File: config.mk
export PLATFORM = sky130hd
export DESIGN_NAME = fixed_softplus_requant
export DESIGN_NICKNAME = d
export VERILOG_FILES = /design/src/rtl/fixed_softplus_requant.sv
export SDC_FILE = /design/constraint.sdc
export NUM_CORES = 1
export LEC_CHECK = 0
export CAP_MARGIN = 20
export CORE_MARGIN = 8
export CORE_UTILIZATION = 25
export CTS_BUF_LIST = sky130_fd_sc_hd__clkbuf_8 sky130_fd_sc_hd__clkbuf_16
export CTS_CLUSTER_DIAMETER = 80
export CTS_CLUSTER_SIZE = 12
export DETAILED_ROUTE_END_ITERATION = 10
export PLACE_DENSITY = 0.53
export SYNTH_ARGS = -nofsm -noshare
export SYNTH_HDL_FRONTEND = slang
export SYNTH_SLANG_ARGS = --single-unit
File: constraint.sdc
create_clock -name clk -period 2.1 [get_ports clk]
set_input_delay 0.21 -clock clk [delete_from_list [all_inputs] [get_ports clk]]
set_output_delay 0.21 -clock clk [all_outputs]
set_load 0.01 [all_outputs]
File: src/rtl/fixed_softplus_requant.sv
// Requantises the wide fixed-point activation stream to a narrower format:
// round to nearest (ties toward +inf), then saturate. Two-stage pipeline.
//
// Ports:
//   clk, rst           clock, async active-low reset
//   data_in_0[*]       signed input lanes (IN bits, IN_FRAC fraction bits)
//   data_in_0_valid/_ready   input handshake
//   data_out_0[*]      signed output lanes (OUT bits, OUT_FRAC fraction bits)
//   data_out_0_valid/_ready  output handshake
//   sat_clear          synchronous clear of sat_count
//   sat_count          saturated lanes seen, sticky at max
module fixed_softplus_requant #(
  parameter int DATA_IN_0_PRECISION_0       = 32,
  parameter int DATA_IN_0_PRECISION_1       = 8,
  parameter int DATA_OUT_0_PRECISION_0      = 16,
  parameter int DATA_OUT_0_PRECISION_1      = 4,
  parameter int DATA_IN_0_PARALLELISM_DIM_0 = 1,
  parameter int SAT_COUNT_WIDTH             = 16
) (
  input  logic clk,
  input  logic rst,
  input  logic [DATA_IN_0_PRECISION_0-1:0]
               data_in_0 [DATA_IN_0_PARALLELISM_DIM_0],
  input  logic data_in_0_valid,
  output logic data_in_0_ready,
  output logic [DATA_OUT_0_PRECISION_0-1:0]
               data_out_0 [DATA_IN_0_PARALLELISM_DIM_0],
  output logic data_out_0_valid,
  input  logic data_out_0_ready,
  input  logic sat_clear,
  output logic [SAT_COUNT_WIDTH-1:0] sat_count
);

  localparam int IW    = DATA_IN_0_PRECISION_0;
  localparam int OW    = DATA_OUT_0_PRECISION_0;
  localparam int PAR   = DATA_IN_0_PARALLELISM_DIM_0;
  localparam int SCW   = SAT_COUNT_WIDTH;
  localparam int SHIFT = DATA_IN_0_PRECISION_1
                       - DATA_OUT_0_PRECISION_1;
  localparam int EW    = IW + 1;
  localparam int CW    = $clog2(PAR + 1);
  localparam int SW    = SCW + CW;

  if (SHIFT < 0) begin : g_bad_frac
    $error("output fraction bits exceed input fraction bits");
  end
  if (OW > EW || OW < 2) begin : g_bad_width
    $error("output width must be in [2, input width + 1]");
  end

  // Clamp bounds expressed in the widened stage-1 format.
  localparam logic signed [EW-1:0] MAXV =
    {{(EW-OW+1){1'b0}}, {(OW-1){1'b1}}};
  localparam logic signed [EW-1:0] MINV =
    {{(EW-OW+1){1'b1}}, {(OW-1){1'b0}}};
  localparam logic [SW-1:0] SAT_MAX =
    {{CW{1'b0}}, {SCW{1'b1}}};

  logic s1_valid_q, s1_valid_d;
  logic s2_valid_q, s2_valid_d;
  logic signed [EW-1:0] s1_data_q [PAR];
  logic signed [EW-1:0] s1_data_d [PAR];
  logic [OW-1:0] out_q [PAR];
  logic [OW-1:0] out_d [PAR];
  logic [SCW-1:0] sat_count_q, sat_count_d;

  logic signed [EW-1:0] rnd [PAR];
  logic [OW-1:0] clamp [PAR];
  logic [PAR-1:0] sat;
  logic [CW-1:0] pop;
  logic [SW-1:0] sum_w;
  logic adv2, acc;

  assign adv2 = s1_valid_q
              && (!s2_valid_q || data_out_0_ready);
  assign data_in_0_ready = rst && (!s1_valid_q || adv2);
  assign acc = data_in_0_valid && data_in_0_ready;

  for (genvar g = 0; g < PAR; g++) begin : g_lane
    logic signed [EW-1:0] ext;
    assign ext = {data_in_0[g][IW-1], data_in_0[g]};

    if (SHIFT > 0) begin : g_rnd
      localparam logic signed [EW-1:0] HALF =
        EW'(1) << (SHIFT - 1);
      logic signed [EW-1:0] sum;
      // Cannot overflow: max input + HALF < 2^IW.
      assign sum    = ext + HALF;
      assign rnd[g] = sum >>> SHIFT;
    end else begin : g_pass
      assign rnd[g] = ext;
    end

    always_comb begin
      clamp[g] = s1_data_q[g][OW-1:0];
      sat[g]   = 1'b0;
      if (s1_data_q[g] > MAXV) begin
        clamp[g] = MAXV[OW-1:0];
        sat[g]   = 1'b1;
      end else if (s1_data_q[g] < MINV) begin
        clamp[g] = MINV[OW-1:0];
        sat[g]   = 1'b1;
      end
    end

    assign data_out_0[g] = out_q[g];
  end

  always_comb begin
    pop = '0;
    for (int i = 0; i < PAR; i++) begin
      pop = pop + CW'(sat[i]);
    end
  end

  assign sum_w = SW'(sat_count_q) + SW'(pop);

  always_comb begin
    s1_valid_d  = s1_valid_q;
    s2_valid_d  = s2_valid_q;
    s1_data_d   = s1_data_q;
    out_d       = out_q;
    sat_count_d = sat_count_q;
    if (acc) begin
      s1_valid_d = 1'b1;
      s1_data_d  = rnd;
    end else if (adv2) begin
      s1_valid_d = 1'b0;
    end
    if (adv2) begin
      s2_valid_d = 1'b1;
      out_d      = clamp;
    end else if (data_out_0_ready) begin
      s2_valid_d = 1'b0;
    end
    // Clear wins over a same-cycle increment.
    if (sat_clear) begin
      sat_count_d = '0;
    end else if (adv2) begin
      if (sum_w > SAT_MAX) begin
        sat_count_d = '1;
      end else begin
        sat_count_d = sum_w[SCW-1:0];
      end
    end
  end

  always_ff @(posedge clk or negedge rst) begin
    if (!rst) begin
      s1_valid_q  <= 1'b0;
      s2_valid_q  <= 1'b0;
      sat_count_q <= '0;
      for (int i = 0; i < PAR; i++) begin
        s1_data_q[i] <= '0;
        out_q[i]     <= '0;
      end
    end else begin
      s1_valid_q  <= s1_valid_d;
      s2_valid_q  <= s2_valid_d;
      sat_count_q <= sat_count_d;
      s1_data_q   <= s1_data_d;
      out_q       <= out_d;
    end
  end

  assign data_out_0_valid = s2_valid_q;
  assign sat_count        = sat_count_q;

endmodule
=== Word-level counts from Yosys, hierarchy flattened ===
Index checks and enable logic that the tools add are counted.

* Register bits after elaboration: 63
* Input bits: 37
* Logic and storage cells: 31

* $add $sub $neg: 2
* $lt $le $gt $ge: 3
* Muxes and demuxes: 11
* Reductions and logical operators: 10

{| class="wikitable"
|+ Operator list
! operator !! number
|-
| $mux W16 || 5
|-
| $add A32 B5 Y33 const B || 1
|-
| $gt A29 B16 Y1 const B || 1
|-
| $lt A29 B16 Y1 const B || 1
|-
| $add A16 B1 Y17 || 1
|-
| $gt A17 B16 Y1 const B || 1
|-
| $mux W1 || 6
|-
| $reduce_bool A2 Y1 || 3
|-
| $logic_and A1 B1 Y1 || 3
|-
| $logic_not A1 Y1 || 2
|-
| $logic_or A1 B1 Y1 || 2
|}

=== Longest topological paths before layout ===
Gate-level depths: netlist (run 1).

* Word-level depth: 8
* Mapped depth: 9

=== Worst setup path before layout (run 1) ===
Ideal clock, no wire load.

* Path kind: register -> register
* Start point: register s1_data_q[21] (netlist bit)
* End point: register sat_count_q[14] (netlist: sat_count[14])
* Arrival time: 2186 ps
* Data required time: 1977 ps
* Slack: -208 ps
* Cell stages (with the launch flop): 10
* Clock period less this slack: 2308 ps
* Cell sequence: dfrtp_1 nand4_1 o41ai_2 inv_1 or2_2 ha_1 and2_1 and4_1 a41oi_1 nor2_1

* Word-level cells in the longest chain between the ends: 8
* Elaborated cells on any way between the ends: 9
* Classes of those cells: 1 x add/sub; 3 x order compare; 5 x mux

{| class="wikitable"
|+ RTL lines
! item !! line !! source
|-
| start, declared || 61 || <nowiki>logic signed [EW-1:0] s1_data_q [PAR];</nowiki>
|-
| start signal, assigned || 161 || <nowiki>s1_data_q <= s1_data_d;</nowiki>
|-
| $lt A29 B16 Y1 || 100 || <nowiki>end else if (s1_data_q[g] < MINV) begin</nowiki>
|-
| $mux W1 || 100 ||
|-
| $mux W1 (*) || 97 || <nowiki>if (s1_data_q[g] > MAXV) begin</nowiki>
|-
| $add A16 B1 Y17 (*) || 116 || <nowiki>assign sum_w = SW'(sat_count_q) + SW'(pop);</nowiki>
|-
| $gt A17 B16 Y1 || 140 || <nowiki>if (sum_w > SAT_MAX) begin</nowiki>
|-
| $mux W16 (*) || 140 ||
|-
| $mux W16 (*) || 139 || <nowiki>end else if (adv2) begin</nowiki>
|-
| $mux W16 (*) || 137 || <nowiki>if (sat_clear) begin</nowiki>
|-
| end signal, assigned || 160 || <nowiki>sat_count_q <= sat_count_d;</nowiki>
|-
| end, declared || 65 || <nowiki>logic [SCW-1:0] sat_count_q, sat_count_d;</nowiki>
|}

Mark *: on every way between the ends. The rest lies on a longest branch, timed or not. The select of a mux whose other input is x is not followed.
A chain may end at the register's enable or synchronous reset.

=== Worst setup path after layout (run 1) ===
* Start point: register s1_data_q[19] (netlist bit)
* End point: register sat_count_q[10] (netlist: sat_count[10])

The elaborated chain is that of the path after synthesis.

==> run metrics, run 1 <==
cell taking the most area after synthesis dfrtp_1; top cell type's share of synthesized area 0.476; Yosys warnings 0; later-pin clock latency in the skew report 0.33 ns; largest family of logic cells by synthesized area simple AND/OR/NAND/NOR gates; CP arrival 2.39 ns; FF/Latch Area 1580 um2; Finish-stage setup viols 6; register bit total from synthesis 63; final hold violation count 0; total routed wirelength 10,000 um; Required @ worst endpoint 2.28 ns; Synth async-reset ratio 1.00; Max Fclk 0.453 GHz; slowest stage cell on the critical path dfrtp_1; HPWL after detailed placement 7560 um; clock tree from TritonCTS done; final setup skew 0.00492 ns; worst path cell trace nand4_1, o41ai_4, inv_1, or2_4, ha_4, nand4_1, nor4_2, buf_4, nor4b_4, a211oi_2; fin worst setup slack -0.108 ns; # rows 42; r2r setup slk -0.11 ns; Routed wire per std cell 15.1 um; R2R depth 10; unrepaired setup endpoints after global routing yes; Mapped Cells 375; clock buffer depth 2; clock root buffer clkbuf_16; CP dominant cell by count nand4_1; kind of critical path flip-flop to flip-flop; CTS clk-pin slew, worst paths 0.05 ns; Post-synth top cells 63 x dfrtp_1, 53 x nand2_1, 46 x nor2_1; Final ANT Viol Nets 0; Area contributors post-synth dfrtp_1 48%, nand2_1 6.0%, nor2_1 5.2%, o21ai_0 3.9%, a31oi_1 3.6%; number of iterations in the first detailed-routing pass 4; critical path endpoint category flip-flop; IO Pins 71; reg2reg start s1_data_q[19]$_DFFE_PN0P_; simple-gate share of the synthesized area 0.288; EDFF count, synth 0; maximum fanout along the worst path 3; routed via count 3,234; startpoint types flip-flop; Crit path largest cell delay 0.38 ns; multi-input logic area 1830 um2; synthesis-to-layout area growth 50.2%; Rel. slew slack 0.569; Final min period 2.21 ns; clock sinks 63; failing checks negative setup slack; first-pass GRT wire length 16,600 um; leakage power 0.00188 uW; overall global routing resource usage 0.118; RR Endpoint sat_count[10]$_DFFE_PN0P_; vias per cell 4.86; actual slew at the worst max-slew pin 0.644 ns; H-tree Lvls 3; post-route setup TNS -0.320 ns; post-synthesis adder-cell area fraction 0.0113; # DRC 0; Nets 525; sequential area share after synthesis 0.476; total gr overflow 0; initial antenna violation count 0; DR iter-0 viols 175; vias in the first global route 3,269; CTS Buf Count 9; Post-Synthesis Cell Area 3310 um2; width of the die 131 um; Slew Limit Fails 0; IO buf count 67; fillers 1,307; Syn Nets 415; post-synthesis compound-gate area fraction 0.161; Fin Hold WS 0.00602 ns; post-synthesis cell type count 43; most common cell in the netlist dfrtp_1; largest net degree at the start of global routing 35; Post-Synth XOR/XNOR Area 0.0317; mux cell area share after synthesis 0.00302; total core area 13,100 um2; Main synth FF type dfrtp_1; Die H 131 um; die area 17,200 um2; Starting Density 0.253; Final Wtd Congestion 0.844; Pwr Density 745 nW/um2; # diodes 0; Hold Crit Class input port to async pin; period utilisation layout 1.05; Worst path top cell family by delay simple AND/OR/NAND/NOR gates; Power, Total 3710 uW; Max Cap Viol 0; layout cells sized above 1 0.188; worst path bufs/invs 2; status finished with violations; average size of a mapped cell 8.84 um2; Worst IR Drop VDD 0.426 mV
[report_power, final]
part | internal [uW] | switching, uW | total [uW]
sequential | 1390 | 129 | 1510
clock | 897 | 514 | 1410
combinational | 407 | 377 | 784
total | 2690 | 1020 | 3710
[placed cells by master (no fill, tap or decap), types with 2 or more instances in the layout]
cell              n
nand2_1          52
clkdlybuf4s50_1  66
dfrtp_1          63
and2_1            2
nand3_2           2
a211oi_1          6
clkbuf_16         9
nand3_1           8
and3_1            3
nor4b_4           2
nor3_1           10
o21ai_0          25
nor4_2            2
buf_12            2
nor4_1            4
nor2_1           44
a21oi_1          18
inv_1            11
a31oi_1          19
xor2_1            3
o31ai_1           4
nand4_1          16
xnor2_1           9
nand3_4           3
a41oi_2           3
or3_1            10
and4_1            6
ha_4              2
buf_4            45
clkinv_2          2
or4_1             5
[how the worst max path moves through the flow]
stage	end	start	slack, ns	cells after the start
floorplan	sat_count[13]$_DFFE_PN0P_	s1_data_q[22]$_DFFE_PN0P_	-0.01	9
global placement	s1_data_q[26]$_DFFE_PN0P_	data_in_0[11]	-0.13	5
detailed placement	sat_count[10]$_DFFE_PN0P_	s1_data_q[20]$_DFFE_PN0P_	-0.22	9
CTS	sat_count[10]$_DFFE_PN0P_	s1_data_q[21]$_DFFE_PN0P_	-0.10	10
global route	sat_count[8]$_DFFE_PN0P_	s1_data_q[20]$_DFFE_PN0P_	-0.26	10
finish	sat_count[10]$_DFFE_PN0P_	s1_data_q[19]$_DFFE_PN0P_	-0.11	10
[through the flow]
stage	instances	utilization	instance area, um2	worst slack [ns]
6_report	665	0.381	4980	-0.108
5_1_grt	665	0.381	4980	-0.260
4_1_cts	663	0.371	4860	-0.100
3_3_place_gp	645	0.346	4520	-0.128
3_5_place_dp	645	0.346	4520	-0.215
2_1_floorplan	375	-	3360	-0.0109
[metal layers]
| metal | global-route usage | wire (um) | vias up |
|---|---|---|---|
| li1 | - | - | 1609 |
| met1 | 0.155 | 4910 | 1523 |
| met2 | 0.174 | 4430 | 87 |
| met3 | 0.0343 | 497 | 15 |
| met4 | 0.0542 | 205 | 0 |
| met5 | 0 | 0 | - |
[worst reg2reg max path: stages, from the launching register on]
cell	delay, ns
dfrtp_1	0.38
nand4_1	0.16
o41ai_4	0.32
inv_1	0.06
or2_4	0.25
ha_4	0.16
nand4_1	0.16
nor4_2	0.08
buf_4	0.17
nor4b_4	0.22
a211oi_2	0.10
[cell families (layout without fill, tap and decap cells)]
| family | Yosys count | in the layout |
|---|---|---|
| AND/OR/NAND/NOR | 186 | 186 |
| AO/OA/AOI/OAI | 86 | 86 |
| flip-flops | 63 | 63 |
| buffers and inverters | 24 | 138 |
| XOR/XNOR | 12 | 12 |
| adder cells (fa/ha/maj) | 3 | 3 |
| multiplexers | 1 | 1 |
[registers in the layout, summed over array words and instances, names as in the netlist]
register	count
data_out_0	16
s1_valid_q	1
data_out_0_valid	1
sat_count	16
s1_data_q	29
[area by class of cell]
cell class,instances,share of cell area
clock buffers,9,0.0452
repair buffers,114,0.210
multi-input cells,288,0.367
clock inverters,6,0.0111
inverters,9,0.00678
flip-flops and latches,63,0.317
well taps,176,0.0442
[what timing repair did]
item,in CTS,in global routing
pin swaps,9,10
hold buffers,0,0
endpoints found under the hold margin,0,0
gates resized for setup,5,20
setup endpoints to repair,16,16
setup buffers,3,2
No activity file was read; power rests on OpenSTA's default activity.
==> run 2: changes to the inputs <==
--- a/config.mk
+++ b/config.mk
@@ -12,6 +12,7 @@
 export CTS_CLUSTER_DIAMETER = 80
 export CTS_CLUSTER_SIZE = 12
 export DETAILED_ROUTE_END_ITERATION = 10
+export GPL_TIMING_DRIVEN = 0
 export PLACE_DENSITY = 0.53
 export SYNTH_ARGS = -nofsm -noshare
 export SYNTH_HDL_FRONTEND = slang
==> run metrics, run 2 (synthesis gave the netlist of run 1 again) <==
later-pin clock latency in the skew report 0.32 ns; CP arrival 2.39 ns; Routed wire per std cell 15.2 um; Nets 506; Pwr Density 747 nW/um2; Finish-stage setup viols 12; die area 17,200 um2; commonest non-fill, non-tap cells in the layout 66 x clkdlybuf4s50_1, 63 x dfrtp_1, 52 x nand2_1; IO Pins 71; total routed wirelength 9850 um; first-pass GRT wire length 16,200 um; IO buf count 67; startpoint types flip-flop; largest net degree at the start of global routing 67; worst path cell trace nor4_2, a41oi_2, or2_4, ha_4, nand4_1, buf_6, nor2_4, a2111oi_2, a211oi_1; actual slew at the worst max-slew pin 0.801 ns; Largest register FFs 29; synthesis-to-layout area growth 44.4%; critical path endpoint category flip-flop; final hold violation count 21; Final min period 2.21 ns; clock root buffer clkbuf_16; leakage power 0.00175 uW; Reg with most FFs s1_data_q; fillers 1,319; post-route setup TNS -0.531 ns; clock buffer depth 2; Power, Total 3580 uW; Starting Density 0.253; Max Fclk 0.452 GHz; Rel. slew slack 0.466; clock tree from TritonCTS done; Final ANT Viol Nets 0; # diodes 0; status finished with violations; Slew Limit Fails 0; vias per cell 4.87; Final Wtd Congestion 0.857; Die H 131 um; # DRC 0; total core area 13,100 um2; total gr overflow 0; HPWL after detailed placement 7380 um; maximum fanout along the worst path 4; vias in the first global route 3,099; Required @ worst endpoint 2.28 ns; fin worst setup slack -0.110 ns; Hold Crit Class input port to async pin; number of iterations in the first detailed-routing pass 4; Worst IR Drop VDD 0.404 mV; DR iter-0 viols 185; period utilisation layout 1.05; # rows 42; Setup WS pre-CTS -0.510 ns; CTS clk-pin slew, worst paths 0.05 ns; width of the die 131 um; Crit path largest cell delay 0.41 ns; clock sinks 63; H-tree Lvls 3; layout cells sized above 1 0.146; slowest stage cell on the critical path dfrtp_1; routed via count 3,150; CTS Buf Count 9; Max Cap Viol 0; failing checks negative hold slack, negative setup slack; Fin Hold WS -0.0188 ns; unrepaired setup endpoints after global routing yes; final setup skew 0.00623 ns; initial antenna violation count 0; overall global routing resource usage 0.113; kind of critical path flip-flop to flip-flop; most common cell after layout, fill and taps aside clkdlybuf4s50_1
## run 2: stage by stage
stage / cell area (um2) / instances / hold slack (ns) / utilization
floorplan: 3360 / 375 / -0.0856 / -
global placement: 4250 / 618 / 0.465 / 0.325
detailed placement: 4250 / 618 / 0.365 / 0.325
CTS: 4580 / 636 / 0.0192 / 0.350
global route: 4790 / 647 / 0.0477 / 0.366
finish: 4790 / 647 / -0.0188 / 0.366
## run 2: cell type report
class,count,area [um2],share of cell area
Buffer,15,67.6,0.0141
Inverter,9,33.8,0.00706
Multi-Input combinational cell,288,1840,0.385
Sequential cell,63,1580,0.329
Tap cell,176,220,0.0460
Timing Repair Buffer,80,769,0.161
Clock inverter,6,36.3,0.00758
Clock buffer,10,239,0.0499
## run 2: worst paths after layout
path,start,endpoint,slack [ns],cells after the start
worst max register to register,s1_data_q[22]$_DFFE_PN0P_,sat_count[13]$_DFFE_PN0P_,-0.11,9
min in group clk,data_out_0[15]$_DFFE_PN0P_,data_out_0[15]$_DFFE_PN0P_,0.48,2
worst min register to register,data_out_0[15]$_DFFE_PN0P_,data_out_0[15]$_DFFE_PN0P_,0.48,2
worst min-delay path,rst,sat_count[6]$_DFFE_PN0P_,-0.02,1
worst max-delay path,s1_data_q[22]$_DFFE_PN0P_,sat_count[13]$_DFFE_PN0P_,-0.11,9
max in group asynchronous,rst,data_out_0[14]$_DFFE_PN0P_,1.60,1
## run 2: what timing repair did
item	CTS	global route
gates resized for setup	7	29
endpoints found under the setup margin	16	26
pin swaps	6	15
cloned	0	0
setup buffers	2	11
hold buffers	0	0
## run 2: power by group
part	switching (uW)	internal, uW	leakage [uW]	total, uW
clock network	517	822	0.000138	1340
registers	131	1390	0.000749	1520
logic	360	359	0.000860	720
## run 2: worst max-delay path: cells and delay by family, from the launching register on
kind                     cells  cell delay (ns)
AO/OA/AOI/OAI                3             0.61
adder cells (fa/ha/maj)      1             0.16
buffers and inverters        1             0.14
flip-flops                   1             0.41
AND/OR/NAND/NOR              4             0.75
## run 2: per-layer routing
metal  GRT usage  vias up  part of all wire
li1            -     1573                 -
met1       0.148     1496              0.48
met3      0.0263        2             0.049
met5           0        -                 0
met4      0.0433        0            0.0037
met2       0.178       79              0.47
